## config.mk

```make
export PLATFORM = sky130hd
export DESIGN_NAME = vr_rr_arbiter
export DESIGN_NICKNAME = d
export VERILOG_FILES = /design/src/rtl/vr_pkg.sv /design/src/rtl/vr_rr_pick.sv /design/src/rtl/vr_rr_arbiter.sv
export SDC_FILE = /design/constraint.sdc
export NUM_CORES = 1
export LEC_CHECK = 0
export BUFFER_PORTS_ARGS = -buffer_cell sky130_fd_sc_hd__buf_2
export CAP_MARGIN = 40
export CORE_MARGIN = 10
export CORE_UTILIZATION = 47
export DETAILED_ROUTE_END_ITERATION = 6
export GPL_TIMING_DRIVEN = 0
export PLACE_DENSITY = 0.89
export RECOVER_POWER = 50
export SLEW_MARGIN = 5
export SYNTH_ARGS = -nofsm -noshare
export SYNTH_HDL_FRONTEND = slang
export SYNTH_SLANG_ARGS = --single-unit
```

## constraint.sdc

```tcl
create_clock -name clk -period 3.29 [get_ports clk]
set_input_delay 0 -clock clk [delete_from_list [all_inputs] [get_ports clk]]
set_output_delay 0 -clock clk [all_outputs]
set_load 0.1 [all_outputs]
```

## src/rtl/vr_pkg.sv

```systemverilog
// Shared types and helpers for the valid/ready arbiter fabric.
// Used by vr_rr_pick and vr_rr_arbiter.
package vr_pkg;

    typedef enum logic {
        ST_IDLE,
        ST_LOCKED
    } state_e;

    localparam int DEF_WIDTH = 32;

    // ceil(log2(v)), never less than 1 so a 1-bit index is always legal
    function automatic int clog2(input int v);
        int r;
        r = 1;
        while ((1 << r) < v) begin
            r = r + 1;
        end
        return r;
    endfunction

endpackage

```

## src/rtl/vr_rr_pick.sv

```systemverilog
// Rotate-priority selector: first set request at or after ptr, modulo N.
// Purely combinational; ptr must already be in 0..N-1.
module vr_rr_pick
    import vr_pkg::*;
#(
    parameter int N    = 4,
    parameter int ID_W = clog2(N)
) (
    input  logic [N-1:0]    req,
    input  logic [ID_W-1:0] ptr,
    output logic            any,
    output logic [ID_W-1:0] sel
);

    int idx;

    always_comb begin
        any = 1'b0;
        sel = '0;
        idx = 0;
        for (int i = 0; i < N; i++) begin
            // one conditional subtract keeps idx in 0..N-1 for any N
            idx = int'(ptr) + i;
            if (idx >= N) begin
                idx = idx - N;
            end
            if (!any && req[idx]) begin
                any = 1'b1;
                sel = ID_W'(idx);
            end
        end
    end

endmodule

```

## src/rtl/vr_rr_arbiter.sv

```systemverilog
// N-to-1 packet-locked round-robin arbiter with a registered output stage.
// A grant is held from the first beat until the accepted last beat.
module vr_rr_arbiter
    import vr_pkg::*;
#(
    parameter int WIDTH = DEF_WIDTH,
    parameter int N     = 4,
    parameter int ID_W  = clog2(N)
) (
    input  logic             clk,
    input  logic             rstn,
    input  logic [N-1:0]     s_valid,
    output logic [N-1:0]     s_ready,
    input  logic [N*WIDTH-1:0] s_data,
    input  logic [N-1:0]     s_last,
    output logic             m_valid,
    input  logic             m_ready,
    output logic [WIDTH-1:0] m_data,
    output logic             m_last,
    output logic [ID_W-1:0]  m_id
);

    state_e          state_q, state_d;
    logic [ID_W-1:0] ptr_q, ptr_d;
    logic [ID_W-1:0] owner_q, owner_d;

    logic             m_valid_q, m_valid_d;
    logic [WIDTH-1:0] m_data_q, m_data_d;
    logic             m_last_q, m_last_d;
    logic [ID_W-1:0]  m_id_q, m_id_d;

    logic             any;
    logic [ID_W-1:0]  sel;
    logic [ID_W-1:0]  gnt_id;
    logic             gnt_en;
    logic             slot_free;
    logic             accept;
    logic             acc_last;
    logic [WIDTH-1:0] acc_data;

    function automatic logic [ID_W-1:0] next_idx(input logic [ID_W-1:0] i);
        return (int'(i) == N - 1) ? '0 : i + 1'b1;
    endfunction

    vr_rr_pick #(
        .N    (N),
        .ID_W (ID_W)
    ) u_pick (
        .req (s_valid),
        .ptr (ptr_q),
        .any (any),
        .sel (sel)
    );

    // Grant path: depends on m_ready only via slot_free, never on it via s_valid.
    always_comb begin
        slot_free = !m_valid_q || m_ready;
        gnt_id    = (state_q == ST_LOCKED) ? owner_q : sel;
        gnt_en    = rstn && slot_free &&
                    ((state_q == ST_LOCKED) || any);
        s_ready   = '0;
        if (gnt_en) begin
            s_ready[gnt_id] = 1'b1;
        end
        accept   = |(s_valid & s_ready);
        acc_last = s_last[gnt_id];
        acc_data = s_data[int'(gnt_id)*WIDTH +: WIDTH];
    end

    always_comb begin
        state_d = state_q;
        ptr_d   = ptr_q;
        owner_d = owner_q;
        unique case (state_q)
            ST_IDLE: begin
                if (accept) begin
                    if (acc_last) begin
                        ptr_d = next_idx(sel);
                    end else begin
                        state_d = ST_LOCKED;
                        owner_d = sel;
                    end
                end
            end
            ST_LOCKED: begin
                if (accept && acc_last) begin
                    state_d = ST_IDLE;
                    ptr_d   = next_idx(owner_q);
                end
            end
            default: state_d = ST_IDLE;
        endcase
    end

    always_comb begin
        m_valid_d = m_valid_q;
        m_data_d  = m_data_q;
        m_last_d  = m_last_q;
        m_id_d    = m_id_q;
        if (accept) begin
            m_valid_d = 1'b1;
            m_data_d  = acc_data;
            m_last_d  = acc_last;
            m_id_d    = gnt_id;
        end else if (m_ready) begin
            m_valid_d = 1'b0;
        end
    end

    always_ff @(posedge clk or negedge rstn) begin
        if (!rstn) begin
            state_q   <= ST_IDLE;
            ptr_q     <= '0;
            owner_q   <= '0;
            m_valid_q <= 1'b0;
            m_data_q  <= '0;
            m_last_q  <= 1'b0;
            m_id_q    <= '0;
        end else begin
            state_q   <= state_d;
            ptr_q     <= ptr_d;
            owner_q   <= owner_d;
            m_valid_q <= m_valid_d;
            m_data_q  <= m_data_d;
            m_last_q  <= m_last_d;
            m_id_q    <= m_id_d;
        end
    end

    assign m_valid = m_valid_q;
    assign m_data  = m_data_q;
    assign m_last  = m_last_q;
    assign m_id    = m_id_q;

endmodule

```

==> Word-level counts from Yosys, hierarchy flattened <==
Cells that the tools add are included.
{ "totals": {"reg_bits": 41, "out_inout_bits": 40} }
{ "classes": {"n_addsub": 9, "magnitude_cmp": 10, "eq_ne": 5, "shift": 1, "mux": 42, "bitwise_logic": 3, "n_reduce_logical": 17} }
{ "ops": {"columns": ["op", "count"], "rows": [
  ["$lt A32 B4 Y1 const B", 4],
  ["$mux W32", 4],
  ["$shiftx A128 B8 Y32", 1],
  ["$ge A32 B4 Y1 const B", 3],
  ["$sub A32 B4 Y32 const B", 3],
  ["$mux W2", 10],
  ["$mux W1", 19],
  ["$bmux W1 S2", 5],
  ["$logic_and A1 B1 Y1", 7],
  ["$add A2 B2 Y3 const B", 2],
  ["$reduce_and A3 Y1", 2],
  ["$add A2 B1 Y2 const B", 2],
  ["$and A4 B4 Y4", 1],
  ["$eq A2 B1 Y1 const B", 2],
  ["$logic_not A1 Y1", 4],
  ["$mux W4", 1],
  ["$ne A2 B2 Y1 const B", 2],
  ["$pmux W2 S2", 1],
  ["$reduce_or A4 Y1", 1],
  ["$sub A2 B3 Y4 const B", 1],
  ["$add A2 B1 Y3 const B", 1],
  ["$ge A2 B3 Y1 const B", 1],
  ["$lt A2 B3 Y1 const B", 1],
  ["$demux W1 S2", 1],
  ["other kinds (6)", 8]
]} }

==> Longest topological paths before layout <==
{ "logic_depth": {"ltp_word": 26, "depth_mapped": 9} }

==> Hierarchy <==
A second synthesis with hierarchy kept.
{ "hier_totals": {"hier_cells": 238, "area_unflattened_um2": 2875.3} }
{ "by_module_without_submodules": {"columns": ["module", "n_inst", "cells_per_inst", "area_each_um2"], "rows": [
  ["vr_rr_arbiter", 1, 223, 2797.7],
  ["vr_rr_pick", 1, 15, 77.6]
]} }

==> Worst setup path after synthesis <==
OpenSTA, ideal clock, no wires.
{ "synth_path": {"kind": "register to output", "startpoint": "reg ptr_q[1]", "endpoint": "out s_ready[3]", "arrival_ns": 2.743, "t_required_ns": 3.290, "path_slack_ns": 0.547, "path_stages_with_launch": 5, "n_path_buf": 0, "cell_sequence": "dfrtp_1 > or4_1 > nand2_1 > nand3_1 > a21oi_1"} }
{ "synth_via": {"elab_chain_len": 21, "word_cells_on_any_way": 50, "classes_between": "add/sub (7); order compare (6); mux (28); reduce/logical (9)"} }
{ "synth_lines": {"columns": ["item", "line_no", "text"], "rows": [
  ["start: declaration", "vr_rr_arbiter.sv:24", "logic [ID_W-1:0] ptr_q, ptr_d;"],
  ["start signal: assignment", "vr_rr_arbiter.sv:121", "ptr_q <= ptr_d;"],
  ["parallel branches: the longest is 20 deep, another holds $sub A32 B4 Y32", null, null],
  ["$mux W4 *", "vr_rr_arbiter.sv:62", "if (gnt_en) begin"],
  ["end: declaration", "vr_rr_arbiter.sv:13", "output logic [N-1:0] s_ready,"]
]} }
Mark *: on every way between the ends. The select of a mux whose other input is x is not followed.

==> Final worst setup path <==
{ "layout_path": {"startpoint": "in rstn", "endpoint": "reg m_data_q[27], in the netlist m_data[27]"} }
{ "layout_via": {"elab_chain_len": 5} }
{ "layout_lines": {"columns": ["item", "line_no", "text"], "rows": [
  ["start: declaration", "vr_rr_arbiter.sv:11", "input logic rstn,"],
  ["$logic_and A1 B1 Y1 (2 in series)", "vr_rr_arbiter.sv:59", "gnt_en = rstn && slot_free &&"],
  ["$mux W4", "vr_rr_arbiter.sv:62", null],
  ["$and A4 B4 Y4", "vr_rr_arbiter.sv:65", "accept = |(s_valid & s_ready);"],
  ["$reduce_or A4 Y1", "vr_rr_arbiter.sv:65", null],
  ["end signal: assignment", "vr_rr_arbiter.sv:124", "m_data_q <= m_data_d;"],
  ["end: declaration", "vr_rr_arbiter.sv:28", "logic [WIDTH-1:0] m_data_q, m_data_d;"]
]} }
Every way passes these cells.
A chain may end at the register's enable or synchronous reset.

==> metrics.cfg <==
[final_layout]
antenna_cells = 0
drive_above_1_share_pct = 47.89
nets = 590
syn_to_final_growth_pct = 38.72
layout_common_cells = 168 x buf_2, 99 x mux2i_1, 41 x dfrtp_1
n_fill_cell = 490
final_common_cell = buf_2

[yosys]
synth_xor_area_share_pct = 0.2991
ys_top_cells_by_area = dfrtp_1 35%, mux2i_1 34%, mux2_2 13%
syn-cell-area_sq_um = 2928
synth_fa_ha_area_share_pct = 0.4274
yosysTopAreaCell = dfrtp_1
synthCells = 262
synth_seq_cells = 41
synth-edff-count = 0
synthesis.nets = 402
synth-warning-count = 0
synth_top_family_by_area = multiplexers
synth_top_area_share_pct = 35.04
synth_simple_gate_area_share_pct = 6.453
synth_ff_type = dfrtp_1
synth_compound_area_share_pct = 6.966
ys_types = 39
syn_area_per_cell_sq_um = 11.17
synthMuxAreaShare_pct = 47.69
synth_seq_area_share_pct = 35.04
async_flop_share_pct = 100.0

[die]
rows = 28
die-area_sq_um = 9786
die_y_microns = 98.93
io_pins = 179
start_util_pct = 48.87
coreArea_sq_um = 5991
die_w_microns = 98.93

[timing]
finalSetupViolCount = 0
slew_violations = 0
setup_tns_ps = 0
fmax_mhz = 341.9
skew_ps = 9.559
fin_crit_sh_pct = 88.90
grt_setup_unrepaired = false
min_period_ps = 2925
finalHoldViolCount = 0
max_slew_margin_pct = 18.42
tightestPinTransition_ps = 1229

[clocking]
cts_sinks = 41
ctsHoldBuffers = 2
cts_buffers = 5
ctsResizeCount = 0
path_clk_slew_ps = 90
cts_tree = yes
cts-root-buf = clkbuf_8
clk_path_buf_depth = 2
post-cts-setup-buffer-count = 0
clk_latency_ps = 290
htreeDepth = 2

[global_routing]
grt_max_degree = 26
grt_pass1_vias = 3142
grt_first_pass_wirelength_mm = 15.15
antenna_found_initial = 0
grt.overflow.total = 0
track_usage_pct = 18.66

[route]
dr.pass1.iters = 4
drt-vias-per-instance = 5.356
routed.top_layer = met4
m1WireLength_mm = 3.653
wire_per_inst_microns = 18.21
drc_errors = 0
drt_iter0_markers = 55
routed-wl-met2_mm = 4.794
ant_nets = 0
drt_wl_total_mm = 9.580
routed-via-count = 2817
route.met3.wl_microns = 987

[setup_path]
max_stage_delay_ps = 710
cp_cell_sequence = dlygate4sd3_1 > buf_2 > buf_12 > o211ai_1 > a221oi_2 > clkbuf_1 > mux2_2
crit_slowest_cell = a221oi_2
critPathArrivalTime_ps = 3100
crit_buf_inv = 4
critical_path_class = primary input to register
crit_fanout = 25
required_ps = 3460
critical_path.endpoint_type = register
setup.worst_path.start_class = primary input
crit_family = buffers and inverters

[placed_design]
portBuffers = 178
dp_hpwl_mm = 7.997
routabilityCongestion = 0.8651

[hold_path]
hold_class = primary input to register

[run]
maxCapViolCount = 0

[run_status]
outcome = complete, no violations

[routing by layer]
| metal | vias to the layer above | global-route usage [%] |
|---|---|---|
| li1 | 1351 | - |
| met1 | 1307 | 19.54 |
| met2 | 146 | 33.57 |
| met3 | 13 | 7.751 |
| met4 | 0 | 4.741 |
| met5 | - | 0 |
[tightest hold or removal path, delay by kind of cell]
| kind | cells | cell delay (ps) |
|---|---|---|
| mux | 3 | 310 |
| buf+inv | 1 | 80 |
[worst paths after layout]
path / endpoint / slack [ps] / depth (start not counted) / start
worst max-delay path: m_data[27] / 370 / 7 / rstn
worst min-delay path: m_data[16] / 120 / 4 / s_data[16]
worst max register to register: m_data[27] / 580 / 6 / register
worst min register to register: m_data[25] / 510 / 1 / m_data[25]
max in group asynchronous: m_data[4] / 2600 / 3 / rstn
min in group asynchronous: asynchronous set/reset pin / 200 / 2 / rstn
[synthesized netlist by cell type (all sizes together) (2+ instances only)]
master	count
mux2i	99
dfrtp	41
mux2	36
buf	12
nor2	12
o21ai	8
nand2	6
a21oi	5
nor2b	5
clkbuf	4
nand2b	3
nand3	3
a31oi	2
inv	2
o32a	2
or4	2
[cells by family after synthesis]
family | after synthesis
buf+inv | 19
xor+xnor | 1
mux | 135
compound gates | 29
fa+ha+maj | 1
simple gates | 36
flops | 41
[cell type report]
class | count | area, sq um | share of cell area (%)
Clock inverter | 3 | 65.06 | 1.602
Tap cell | 75 | 93.84 | 2.311
Timing Repair Buffer | 181 | 905.9 | 22.30
Buffer | 16 | 80.08 | 1.972
Clock buffer | 5 | 68.82 | 1.694
Sequential cell | 41 | 1026 | 25.26
Multi-Input combinational cell | 202 | 1810 | 44.58
Inverter | 3 | 11.26 | 0.2773
[stage by stage]
step	instance area, sq um	setup slack (ps)	hold slack (ps)	utilization, %	std cells
global placement	3913	205.3	197.1	65.31	515
detailed placement	3933	551.9	-31.67	65.64	516
finish	4061	365.1	123.1	67.79	526
CTS	4086	322.8	114.8	68.21	526
global route	4061	113.6	121.7	67.79	526
floorplan	2928	547.4	-295.6	-	262
[registers in the layout, summed over array words and instances, names as in the netlist, named ones only]
signal	count
m_data	32
m_id	2
m_last	1
m_valid	1
owner_q	2
ptr_q	2
Power is not shown: default switching activity piles up to over one toggle a cycle in this logic, so the estimate is an artifact.
